**src/rtl/tiny_cpu_alu.sv**
```systemverilog
`timescale 1ns/1ps
// tiny_cpu_alu
//   Registered ALU with accumulator for the tiny CPU. ADD/SUB/AND/OR/XOR
//   complete at the accept edge. SHL/SHR shift one bit per cycle.
//   MUL is a WIDTH-cycle shift-add multiplier.
//
// Ports
//   clk, rst              rising-edge clock, async active-high reset
//   ena                   global enable; while low every register holds
//   in_valid / in_ready   request handshake (in_ready = ena & idle)
//   op, use_acc           opcode; use_acc selects result as operand A
//   operand_a, operand_b  operands (shift amount in b[SHAMT_W-1:0])
//   out_valid             one-cycle strobe marking a new result/flags
//   result                result register, doubles as the accumulator
//   flag_c/z/n            carry-borrow-shiftout-overflow / zero / negative
module tiny_cpu_alu #(
   parameter int WIDTH   = 8,
   parameter int SHAMT_W = $clog2(WIDTH)
) (
   input  logic             clk,
   input  logic             rst,
   input  logic             ena,
   input  logic             in_valid,
   output logic             in_ready,
   input  logic [2:0]       op,
   input  logic             use_acc,
   input  logic [WIDTH-1:0] operand_a,
   input  logic [WIDTH-1:0] operand_b,
   output logic             out_valid,
   output logic [WIDTH-1:0] result,
   output logic             flag_c,
   output logic             flag_z,
   output logic             flag_n
);

   localparam int CNT_W = $clog2(WIDTH + 1);

   localparam logic [2:0] OP_ADD = 3'b000;
   localparam logic [2:0] OP_SUB = 3'b001;
   localparam logic [2:0] OP_AND = 3'b010;
   localparam logic [2:0] OP_OR  = 3'b011;
   localparam logic [2:0] OP_XOR = 3'b100;
   localparam logic [2:0] OP_SHL = 3'b101;
   localparam logic [2:0] OP_SHR = 3'b110;
   localparam logic [2:0] OP_MUL = 3'b111;

   typedef enum logic {IDLE, BUSY} state_t;

   state_t               state_q, state_d;
   logic [2:0]           op_q, op_d;
   logic [WIDTH-1:0]     work_q, work_d;     // shift operand or multiplicand
   logic [2*WIDTH-1:0]   prod_q, prod_d;     // {partial high, multiplier/low}
   logic [CNT_W-1:0]     cnt_q, cnt_d;
   logic [WIDTH-1:0]     result_q, result_d;
   logic                 flag_c_q, flag_c_d;
   logic                 flag_z_q, flag_z_d;
   logic                 flag_n_q, flag_n_d;
   logic                 out_valid_q, out_valid_d;

   logic [WIDTH-1:0]     a_sel;
   logic [WIDTH:0]       add_sum;
   logic [WIDTH:0]       sub_diff;
   logic [SHAMT_W-1:0]   shamt;
   logic [WIDTH-1:0]     shift_val;
   logic                 shift_bit;
   logic [WIDTH:0]       mul_sum;
   logic                 done;
   logic [WIDTH-1:0]     done_val;
   logic                 done_c;

   assign in_ready = ena & (state_q == IDLE);

   always_comb begin
      // NOTE: every comb output gets a default before any branch so no path
      // leaves it unassigned; a missing default would infer a latch.
      state_d     = state_q;
      op_d        = op_q;
      work_d      = work_q;
      prod_d      = prod_q;
      cnt_d       = cnt_q;
      result_d    = result_q;
      flag_c_d    = flag_c_q;
      flag_z_d    = flag_z_q;
      flag_n_d    = flag_n_q;
      out_valid_d = out_valid_q;   // holds while ena is low
      done        = 1'b0;
      done_val    = '0;
      done_c      = 1'b0;

      a_sel    = use_acc ? result_q : operand_a;
      add_sum  = {1'b0, a_sel} + {1'b0, operand_b};
      // Bit WIDTH of the extended difference is the borrow (set iff A < B).
      sub_diff = {1'b0, a_sel} - {1'b0, operand_b};
      shamt    = operand_b[SHAMT_W-1:0];

      shift_val = (op_q == OP_SHL) ? {work_q[WIDTH-2:0], 1'b0} : {1'b0, work_q[WIDTH-1:1]};
      shift_bit = (op_q == OP_SHL) ? work_q[WIDTH-1] : work_q[0];
      // Shift-add step: add multiplicand into the high half when the current
      // multiplier bit (LSB of the low half) is set, then shift everything right.
      mul_sum   = {1'b0, prod_q[2*WIDTH-1:WIDTH]} + (prod_q[0] ? {1'b0, work_q} : '0);

      if (ena) begin
         out_valid_d = 1'b0;
         if (state_q == IDLE) begin
            if (in_valid) begin
               op_d = op;
               case (op)
                  OP_ADD: begin done = 1'b1; done_val = add_sum[WIDTH-1:0];  done_c = add_sum[WIDTH];  end
                  OP_SUB: begin done = 1'b1; done_val = sub_diff[WIDTH-1:0]; done_c = sub_diff[WIDTH]; end
                  OP_AND: begin done = 1'b1; done_val = a_sel & operand_b; end
                  OP_OR:  begin done = 1'b1; done_val = a_sel | operand_b; end
                  OP_XOR: begin done = 1'b1; done_val = a_sel ^ operand_b; end
                  OP_SHL, OP_SHR: begin
                     work_d = a_sel;
                     cnt_d  = CNT_W'(shamt);
                     if (shamt == '0) begin
                        done     = 1'b1;
                        done_val = a_sel;
                     end else begin
                        state_d = BUSY;
                     end
                  end
                  default: begin   // OP_MUL
                     work_d  = a_sel;
                     prod_d  = {{WIDTH{1'b0}}, operand_b};
                     cnt_d   = CNT_W'(WIDTH);
                     state_d = BUSY;
                  end
               endcase
            end
         end else begin
            cnt_d = cnt_q - CNT_W'(1);
            if (op_q == OP_MUL) begin
               prod_d   = {mul_sum, prod_q[WIDTH-1:1]};
               done_val = prod_d[WIDTH-1:0];
               done_c   = |prod_d[2*WIDTH-1:WIDTH];
            end else begin
               work_d   = shift_val;
               done_val = shift_val;
               done_c   = shift_bit;
            end
            if (cnt_q == CNT_W'(1)) begin
               done    = 1'b1;
               state_d = IDLE;
            end
         end

         if (done) begin
            result_d    = done_val;
            flag_c_d    = done_c;
            flag_z_d    = (done_val == '0);
            flag_n_d    = done_val[WIDTH-1];
            out_valid_d = 1'b1;
         end
      end
   end

   // NOTE: state registers use non-blocking assignments so every flop samples
   // the pre-edge value of the others, independent of statement order.
   always_ff @(posedge clk or posedge rst) begin
      if (rst) begin
         state_q     <= IDLE;
         op_q        <= OP_ADD;
         work_q      <= '0;
         prod_q      <= '0;
         cnt_q       <= '0;
         result_q    <= '0;
         flag_c_q    <= 1'b0;
         flag_z_q    <= 1'b0;
         flag_n_q    <= 1'b0;
         out_valid_q <= 1'b0;
      end else begin
         state_q     <= state_d;
         op_q        <= op_d;
         work_q      <= work_d;
         prod_q      <= prod_d;
         cnt_q       <= cnt_d;
         result_q    <= result_d;
         flag_c_q    <= flag_c_d;
         flag_z_q    <= flag_z_d;
         flag_n_q    <= flag_n_d;
         out_valid_q <= out_valid_d;
      end
   end

   assign out_valid = out_valid_q;
   assign result    = result_q;
   assign flag_c    = flag_c_q;
   assign flag_z    = flag_z_q;
   assign flag_n    = flag_n_q;

endmodule

```
**config.mk**
```make
export PLATFORM = sky130hd
export DESIGN_NAME = tiny_cpu_alu
export DESIGN_NICKNAME = d
export VERILOG_FILES = /design/src/rtl/tiny_cpu_alu.sv
export SDC_FILE = /design/constraint.sdc
export NUM_CORES = 1
export LEC_CHECK = 0
export BUFFER_PORTS_ARGS = -buffer_cell sky130_fd_sc_hd__buf_2
export CORE_UTILIZATION = 61
export CTS_CLUSTER_DIAMETER = 60
export DETAILED_ROUTE_END_ITERATION = 12
export HOLD_SLACK_MARGIN = 0.03
export PLACE_DENSITY = 0.82
export SLEW_MARGIN = 5
export SYNTH_ARGS = -nofsm -noshare
export SYNTH_HDL_FRONTEND = slang
export SYNTH_SLANG_ARGS = --single-unit
```
**constraint.sdc**
```tcl
create_clock -name clk -period 7.3 [get_ports clk]
set_clock_uncertainty 0.05 [all_clocks]
set_input_delay 0.365 -clock clk [delete_from_list [all_inputs] [get_ports clk]]
set_output_delay 0.365 -clock clk [all_outputs]
set_load 0.01 [all_outputs]
```
==> results of run 1 <==
[worst register-to-register path: cells and delay by family, from the launching register on]
kind,cells,cell delay [ns]
compound gates,6,1.52
fa+ha+maj,2,0.56
flops,1,0.48
buf+inv,1,0.06
simple gates,2,0.30
[per-stage QoR]
step           cell area [sq um]  hold slack [ns]  std cells  util (%)
2_1_floorplan               4079           0.4051        500         -
3_3_place_gp                4248           0.4177        591     66.52
3_5_place_dp                4248           0.4223        591     66.52
4_1_cts                     4350           0.1559        598     68.12
5_1_grt                     4350           0.1874        598     68.12
6_report                    4350           0.1436        598     68.12
[cell families (layout without fill, tap and decap cells)]
| kind of cell | Yosys count | after routing | share of synthesized area [%] |
|---|---|---|---|
| AOI/OAI and AO/OA | 154 | 154 | 25.31 |
| xor gates and xnor gates | 8 | 8 | 2.178 |
| adders and majority gates | 42 | 42 | 13.44 |
| buffers and inverters | 67 | 88 | 7.147 |
| DFF | 43 | 43 | 26.38 |
| muxes | 28 | 28 | 7.086 |
| and+or+nand+nor | 158 | 158 | 18.47 |
[cells in the final DEF (no fill, tap or decap), drive strengths merged, types with 3 or more instances in the layout]
cell / synthesis / routed
ha: 39 / 39
a21oi: 29 / 29
nor2: 24 / 24
nand2b: 7 / 7
a31oi: 5 / 5
and2: 10 / 10
nand3: 12 / 12
xor2: 4 / 4
fa: 3 / 3
or3: 6 / 6
nor3: 13 / 13
o2111ai: 3 / 3
nand2: 65 / 65
nand4: 5 / 5
dfrtp: 43 / 43
buf: 13 / 40
clkbuf: 13 / 6
o31ai: 5 / 5
inv: 40 / 39
a2111oi: 3 / 3
o211ai: 9 / 9
o21ai: 54 / 54
a21o: 7 / 7
mux2i: 21 / 21
a221o: 6 / 6
mux2: 7 / 7
nor2b: 5 / 5
xnor2: 4 / 4
and3: 5 / 5
[flip-flops by register name, indices dropped and copies added (netlist names)]
register   cells
prod_q        16
result         8
work_q         8
cnt_q          4
op_q           3
flag_c         1
flag_z         1
out_valid      1
state_q        1
[worst paths after layout]
kind                       startpoint         end
min                               rst     state_q
max reg2reg                 prod_q[0]      flag_c
min reg2reg                prod_q[15]  prod_q[15]
max                         prod_q[0]      flag_c
min in group clk             in_valid     state_q
max in group asynchronous         rst   prod_q[4]
[power by group]
group	internal, mW	total [mW]	switching (mW)
clock	0.100	0.183	0.0827
sequential	0.337	0.455	0.118
combinational	0.317	0.781	0.463
total	0.755	1.42	0.664
[cell type report]
cell class	instances	area (sq um)
Clock inverter	1	30.03
Inverter	41	153.9
Clock buffer	6	72.57
Timing Repair Buffer	40	210.2
Fill cell	530	2036
Sequential cell	43	1076
Multi-Input combinational cell	390	2711
Tap cell	77	96.34
[metal layers]
metal  up-vias  wire length (um)
li1       1836                 -
met1      1867              4945
met2       165              5273
met3        21               689
met4         0               230
met5         -                 0
==> flow_summary_export.csv, run 1 <==
group,metric,value,unit
outcome,run_status,"complete, no violations",
clocking,cts-buffers-inserted,5,
clocking,cts.repair_timing.setup_buffer_count,0,
sta,tightest_slew,0.6954,ns
clocking,post_cts_resized,0,
sta,timing.final.hold_violations,0,
clocking,cts_root_buffer,"clkbuf_8",
drt,route.detailed.vias_per_inst,6.503,
clocking,cts-root-to-sink-buffers,2,
global_routing,grtUsageTotal,32.60,%
drt,wl,11140,um
setup_path,cp.depth,11,
synth,synth_seq_area_share,26.38,%
pwr,pwr_density_cell,326.2,nW/um^2
sta,final.min_clock_period,3.079,ns
setup_path,worst_path_largest_cell_delay,0.48,ns
sta,setup_violations,0,
die,design.portCount,37,
setup_path,critPathMaxFanout,9,
global_routing,gr-max-usage-layer,"met2",
synth,syn-mean-instance-area,8.158,sq um
synth,synth_edf_count,0,
sta,unrepaired_setup_endpoints_after_global_routing,"no",
synth,synth_flop_cell,"dfrtp_1",
clocking,cts_hold_buffers,0,
place,dp_slack,4.045,ns
global_routing,globalRouteMet2Util,52.92,%
setup_path,worstSetupPathType,"reg -> reg",
cells_and_area,insertedDiodeCount,0,
setup_path,regToRegSetupSlack,4.22,ns
setup_path,critPathLaunchType,"flop",
cells_and_area,syn2layout_area_growth,6.656,%
synth,unique_cell_type_count_in_the_yosys_netlist,66,
synth,netlist.area_leader.share,26.38,%
drt,route.antenna.remaining_nets,0,
global_routing,global_route_congestion_overflow_total,0,
clocking,clock_sinks,43,
global_routing,grt_pass1_wl,18290,um
pwr,vdd.ir_drop.worst,0.1910,mV
drt,route.detailed.wl_per_inst,18.63,um
setup_path,cpLargestDelayFamily,"compound AO/OA/AOI/OAI gates",
setup_path,ff2ff_path_depth,11,
die,coreArea,6386,sq um
run,cap_viol_max_count,0,
sta,fmaxAchievable,0.3247,GHz
clocking,cts_tree,"built",
cells_and_area,design.final.nets,587,
die,start_util,63.87,%
synth,synth-warning-count,0,
global_routing,grtUsageMet1,45.41,%
place,port-buffer-count,36,
setup_path,critical_path_arrival,3.22,ns
sta,final.setup.tns,0,ns
synth,syn_inst,500,
synth,synth.cells.most_frequent,"nand2_1 (65), o21ai_0 (49), dfrtp_1 (43)",
place,gpl.final_weighted_congestion,0.9363,
synth,register_bit_total_from_synthesis,43,
sta,final_min_period_over_clock_period,42.18,%
setup_path,critPathCaptureType,"flop",
pwr,report.power.total,1.419,mW
pwr,leakage,2.097,nW
global_routing,first_global_vias,3636,
die,die-height,83.77,um
synth,yosysMostFrequentCell,"nand2_1",
min_path,hp-class,"in -> async",
setup_path,worst_path_max_delay_cell,"dfrtp_1",
clocking,reg_clk_slew_reported_paths,0.08,ns
setup_path,timing.critical_path.required,7.44,ns
sta,setup_ws,4.221,ns
global_routing,grt_antenna_before_repair,0,
drt,drt-pass1-iter-count,5,
clocking,clock_insertion_delay_worst_skew,0.30,ns
drt,drc,0,
setup_path,worstPathCellList,"and2_1 -> ha_1 -> inv_1 -> fa_1 -> nor2b_1 -> o21ai_1 -> a21boi_1 -> o31ai_1 -> a2111oi_2 -> a41oi_1 -> a211o_1",
drt,drt_first_iter_violations,414,
die,dieArea,7017,sq um
sta,slew-limit-headroom,53.64,%
synth,netlist_top_cells_area,"dfrtp_1 (26%), ha_1 (12%), o21ai_0 (6.0%)",
synth,syn-num-nets,566,
place,place.detailed.hpwl,8595,um
sta,slew_viol_final,0,
die,placementRows,29,
synth,synthArstFlopShare,100.0,%
die,floorplan.die.width,83.77,um
synth,synth_largest_area_cell,"dfrtp_1",
synth,post_synth_instance_area,4079,sq um
drt,num_vias,3889,
cells_and_area,drive_gt1_share,12.28,%
setup_path,worstPathBufferInverterCount,1,
clocking,htreeDepth,2,
global_routing,groute.layer.met3.usage,3.858,%
global_routing,maximum_number_of_pins_on_one_net_before_global_route_repair,44,
Power figures use the tool's default switching activity.
==> inputs of run 2 (changes only) <==
clock period = 2.86 ns   (was 7.3 ns; I/O delays follow)
==> flow_summary_export.csv, run 2 (synthesis results as in run 1) <==
group,metric,value,unit
drt,drt_first_iter_violations,563,
drt,num_vias,4097,
die,dieArea,7017,sq um
place,place.detailed.hpwl,9091,um
sta,final.min_clock_period,2.782,ns
setup_path,worstPathBufferInverterCount,3,
setup_path,critPathCaptureType,"flop",
sta,final.setup.tns,0,ns
pwr,pwr_density_cell,854.2,nW/um^2
clocking,cts-root-to-sink-buffers,2,
die,die-height,83.77,um
global_routing,grtUsageTotal,34.33,%
setup_path,regToRegSetupSlack,0.08,ns
cells_and_area,drive_gt1_share,19.57,%
setup_path,critical-path-top-cell-by-count,"mux2_2",
clocking,cts_tree,"built",
pwr,leakage,2.268,nW
setup_path,cpLargestDelayFamily,"multiplexers",
min_path,hp-class,"in -> reg",
sta,setup_violations,0,
cells_and_area,insertedDiodeCount,0,
sta,slew-limit-headroom,27.12,%
drt,route.detailed.vias_per_inst,6.514,
cells_and_area,area.sequential,1076,sq um
pwr,vdd.ir_drop.worst,0.6048,mV
cells_and_area,registers.top_by_ff_count,"prod_q",
cells_and_area,multi_input_comb_area,2809,sq um
setup_path,cp.depth,11,
die,floorplan.die.width,83.77,um
cells_and_area,design_area,4686,sq um
cells_and_area,layout.filler_cells,499,
place,gpl.final_weighted_congestion,0.9923,
sta,final_min_period_over_clock_period,97.28,%
clocking,cts-buffers-inserted,5,
setup_path,critical_path_arrival,2.94,ns
die,placementRows,29,
global_routing,global_route_congestion_overflow_total,0,
sta,timing.final.hold_violations,0,
clocking,reg_clk_slew_reported_paths,0.10,ns
sta,tightest_slew,1.087,ns
setup_path,reg2reg_to,"result[7]",
drt,route.detailed.wl_per_inst,19.04,um
setup_path,worst_path_max_delay_cell,"dfrtp_1",
setup_path,critPathLaunchType,"flop",
clocking,htreeDepth,2,
run,cap_viol_max_count,0,
drt,drt-pass1-iter-count,5,
outcome,run_status,"complete, no violations",
setup_path,worstSetupPathType,"reg -> reg",
cells_and_area,design.final.nets,617,
die,start_util,63.87,%
sta,setup_ws,0.07788,ns
cells_and_area,number_of_flip_flops_in_the_largest_register,16,
clocking,clock_insertion_delay_worst_skew,0.31,ns
cells_and_area,layout_commonest_cell,"nand2_1",
place,placed_cells,614,
min_path,timing.hold.worst_path_depth,3,
setup_path,timing.rr.start,"result[3]",
drt,drc,0,
drt,route.antenna.remaining_nets,0,
clocking,cts_root_buffer,"clkbuf_8",
cells_and_area,fin_cells,629,
setup_path,critPathMaxFanout,5,
global_routing,grt_pass1_wl,19100,um
die,design.portCount,37,
drt,wl,11970,um
setup_path,worst_path_largest_cell_delay,0.41,ns
setup_path,critical_path.startpoint,"result[3]",
global_routing,maximum_number_of_pins_on_one_net_before_global_route_repair,38,
cells_and_area,syn2layout_area_growth,14.88,%
setup_path,worstPathCellList,"mux2_2 -> inv_2 -> ha_4 -> inv_1 -> o311ai_1 -> buf_4 -> a221oi_4 -> mux2i_1 -> nor2_1 -> o32a_1 -> mux2_2",
die,coreArea,6386,sq um
global_routing,first_global_vias,3794,
cells_and_area,mostFrequentLayoutCells,"nand2_1 (65), o21ai_0 (48), dfrtp_1 (43)",
place,dp_slack,-0.03313,ns
place,placement.cell_area,4420,sq um
sta,slew_viol_final,0,
sta,fmaxAchievable,0.3594,GHz
setup_path,timing.critical_path.required,3.02,ns
setup_path,cp_endpoint,"result[7]",
setup_path,ff2ff_path_depth,11,
place,port-buffer-count,36,
clocking,clock_sinks,43,
global_routing,grt_antenna_before_repair,0,
## run 2: cell types whose count changed in the layout (fill, tap and decap cells not counted), moves of 2 or more
cell	change
buf_4	+29
ha_1	-4
ha_4	+3
a21oi_1	-2
a21oi_2	+2
inv_1	-2
inv_2	+2
## run 2: area by class of cell
cell class,instances,area share [%]
Sequential cell,43,22.96
Tap cell,77,2.056
Multi-Input combinational cell,390,59.95
Clock buffer,5,1.469
Timing Repair Buffer,70,9.346
Clock inverter,3,0.9346
Inverter,41,3.284
## run 2: layer usage
layer / wire [um] / GRT usage, %
met5: 0 / 0
met4: 416 / 11.25
met3: 852 / 4.649
met2: 5425 / 54.99
met1: 5279 / 47.89
## run 2: worst min path at each step
stage,startpoint,to
3_5_place_dp,rst,flag_c
2_1_floorplan,in_valid,state_q
6_report,in_valid,state_q
5_1_grt,in_valid,state_q
4_1_cts,in_valid,state_q
3_3_place_gp,rst,out_valid
## run 2: per-stage QoR
step	utilization (%)	power (mW)	hold WS, ns
detailed placement	69.22	3.287	0.2572
global placement	69.22	3.217	0.2417
floorplan	-	2.561	0.2871
global route	73.37	4.244	0.1394
finish	73.37	4.002	0.1230
CTS	71.30	3.799	0.1237
## run 2: what timing repair did
action	in CTS	in global routing
hold buffers	1	0
setup buffers	0	6
setup endpoints to repair	3	4
pin swaps	0	5
endpoints found under the hold margin	26	0
gates resized for setup	2	16
## run 2: power by group
| part | switching, mW | internal, mW |
|---|---|---|
| clock | 0.242 | 0.261 |
| combinational | 1.36 | 1.03 |
| sequential | 0.253 | 0.861 |
## run 2: worst register-to-register path, delay by kind of cell (launching register included)
family,cells,cell delay [ns]
AOI/OAI and AO/OA,3,0.77
adders and majority gates,1,0.22
buffers and inverters,3,0.36
DFF,1,0.41
muxes,3,0.82
and+or+nand+nor,1,0.06
==> inputs of run 3 (changes only) <==
BUFFER_PORTS_ARGS = -buffer_cell sky130_fd_sc_hd__buf_4   (was -buffer_cell sky130_fd_sc_hd__buf_2)
SLEW_MARGIN = unset   (was 5)
==> flow_summary_export.csv, run 3 (synthesis results as in run 1) <==
group,metric,value,unit
cells_and_area,layout.filler_cells,522,
global_routing,first_global_vias,3607,
cells_and_area,insertedDiodeCount,0,
setup_path,critical-path-top-cell-by-count,"mux2_2",
clocking,clock_sinks,43,
setup_path,worst_path_max_delay_cell,"dfrtp_1",
die,placementRows,29,
place,dp_slack,-0.03205,ns
place,port-buffer-count,36,
place,place.detailed.hpwl,8737,um
cells_and_area,design.final.nets,603,
cells_and_area,mostFrequentLayoutCells,"nand2_1 (65), buf_4 (55), o21ai_0 (48)",
global_routing,grt_pass1_wl,18120,um
pwr,pwr_density_cell,817.6,nW/um^2
die,die-height,83.77,um
setup_path,critical_path_arrival,2.94,ns
drt,drt-pass1-iter-count,6,
setup_path,worstSetupPathType,"reg -> reg",
sta,final.min_clock_period,2.811,ns
die,start_util,63.87,%
setup_path,worstPathCellList,"mux2_2 -> inv_1 -> ha_4 -> nor2_2 -> o311ai_2 -> a221oi_2 -> mux2i_1 -> nor2_1 -> o32a_1 -> mux2_2",
global_routing,maximum_number_of_pins_on_one_net_before_global_route_repair,34,
sta,slew_viol_final,0,
drt,route.detailed.wl_per_inst,18.31,um
pwr,vdd.ir_drop.worst,0.5623,mV
cells_and_area,number_of_flip_flops_in_the_largest_register,16,
min_path,hold_start,"ena",
sta,setup_ws,0.04904,ns
clocking,htreeDepth,2,
drt,drc,0,
sta,slew-limit-headroom,36.83,%
setup_path,critPathMaxFanout,3,
clocking,cts-root-to-sink-buffers,2,
outcome,run_status,"complete, no violations",
pwr,leakage,2.192,nW
sta,timing.final.hold_violations,0,
global_routing,global_route_congestion_overflow_total,0,
min_path,hp-class,"in -> reg",
run,cap_viol_max_count,0,
setup_path,critical_path.startpoint,"result[1]",
sta,unrepaired_setup_endpoints_after_global_routing,"yes",
clocking,cts-buffers-inserted,5,
sta,setup_violations,0,
sta,holdWs,0.08210,ns
clocking,clock_insertion_delay_worst_skew,0.31,ns
sta,final_min_period_over_clock_period,98.29,%
drt,wl,11260,um
clocking,reg_clk_slew_reported_paths,0.09,ns
setup_path,critPathLaunchType,"flop",
drt,route.antenna.remaining_nets,0,
clocking,cts_tree,"built",
drt,num_vias,3902,
die,design.portCount,37,
cells_and_area,design_area,4609,sq um
setup_path,timing.rr.start,"result[1]",
die,floorplan.die.width,83.77,um
die,dieArea,7017,sq um
setup_path,worst_path_largest_cell_delay,0.40,ns
cells_and_area,syn2layout_area_growth,13.01,%
drt,route.detailed.vias_per_inst,6.345,
global_routing,grt_antenna_before_repair,0,
cells_and_area,registers.top_by_ff_count,"prod_q",
place,gpl.final_weighted_congestion,0.9620,
place,placement.cell_area,4420,sq um
setup_path,critPathCaptureType,"flop",
drt,drt_first_iter_violations,378,
cells_and_area,drive_gt1_share,17.10,%
sta,fmaxAchievable,0.3558,GHz
die,coreArea,6386,sq um
global_routing,grtUsageTotal,32.43,%
clocking,cts_root_buffer,"clkbuf_8",
cells_and_area,layout_commonest_cell,"nand2_1",
setup_path,timing.critical_path.required,2.99,ns
sta,tightest_slew,0.9418,ns
run 3: cell types whose count changed in the layout (fill, tap and decap cells not counted), sizes merged:
cell / change
clkinvlp: +1
clkinv: -1
bufinv: -1
clkbuf: +1
buf: -14
run 3: worst paths after layout:
path | to | slack [ns] | cells after the start
min | state_q | 0.08 | 2
min in group asynchronous | flag_c | 0.45 | 3
max in group asynchronous | result[4] | 1.58 | 4
max | result[7] | 0.05 | 10
max reg2reg | result[7] | 0.05 | 10
min reg2reg | prod_q[14] | 0.45 | 2
run 3: area by class of cell:
class	count	area [sq um]	area share, %
multi-input cells	390	2775	60.21
flip-flops and latches	43	1076	23.34
repair buffers	56	422.9	9.175
inverters	41	153.9	3.339
well taps	77	96.34	2.090
clock buffers	6	72.57	1.574
clock inverters	2	12.51	0.2714
run 3: report_power, final:
part	internal (mW)	leakage (nW)	total, mW	switching, mW
Clock	0.171	0.0412	0.387	0.216
Sequential	0.862	0.557	1.11	0.252
Combinational	0.986	1.59	2.27	1.28
run 3: stage by stage:
stage	utilization [%]	setup TNS, ns	total power [mW]	cells
6_report	72.18	0	3.769	615
5_1_grt	72.18	-0.02859	4.043	615
4_1_cts	70.77	0	3.650	611
3_5_place_dp	69.22	-0.03205	3.258	602
3_3_place_gp	69.22	0	3.187	602
2_1_floorplan	-	0	2.561	500
run 3: worst max-delay path, delay by kind of cell (launching register included):
family                     cells  cell delay (ns)
buffers and inverters          1             0.15
adders and majority gates      1             0.24
and+or+nand+nor                2             0.19
AOI/OAI and AO/OA              3             0.86
muxes                          3             0.79
DFF                            1             0.40
run 3: what timing repair did:
item / 4_1_cts / 5_1_grt
hold buffers: 1 / 0
resized for setup: 1 / 14
buffers inserted: 0 / 4
cloned: 0 / 0
pin swaps: 0 / 4
setup endpoints to repair: 1 / 5
endpoints found under the hold margin: 25 / 0
run 3: routing by layer:
metal	up-vias	share of wire, %	GRT usage (%)
met5	-	0	0
met4	0	1.7	9.861
met3	17	6.2	3.858
met2	173	48	53.36
met1	1849	44	44.75
li1	1863	-	-
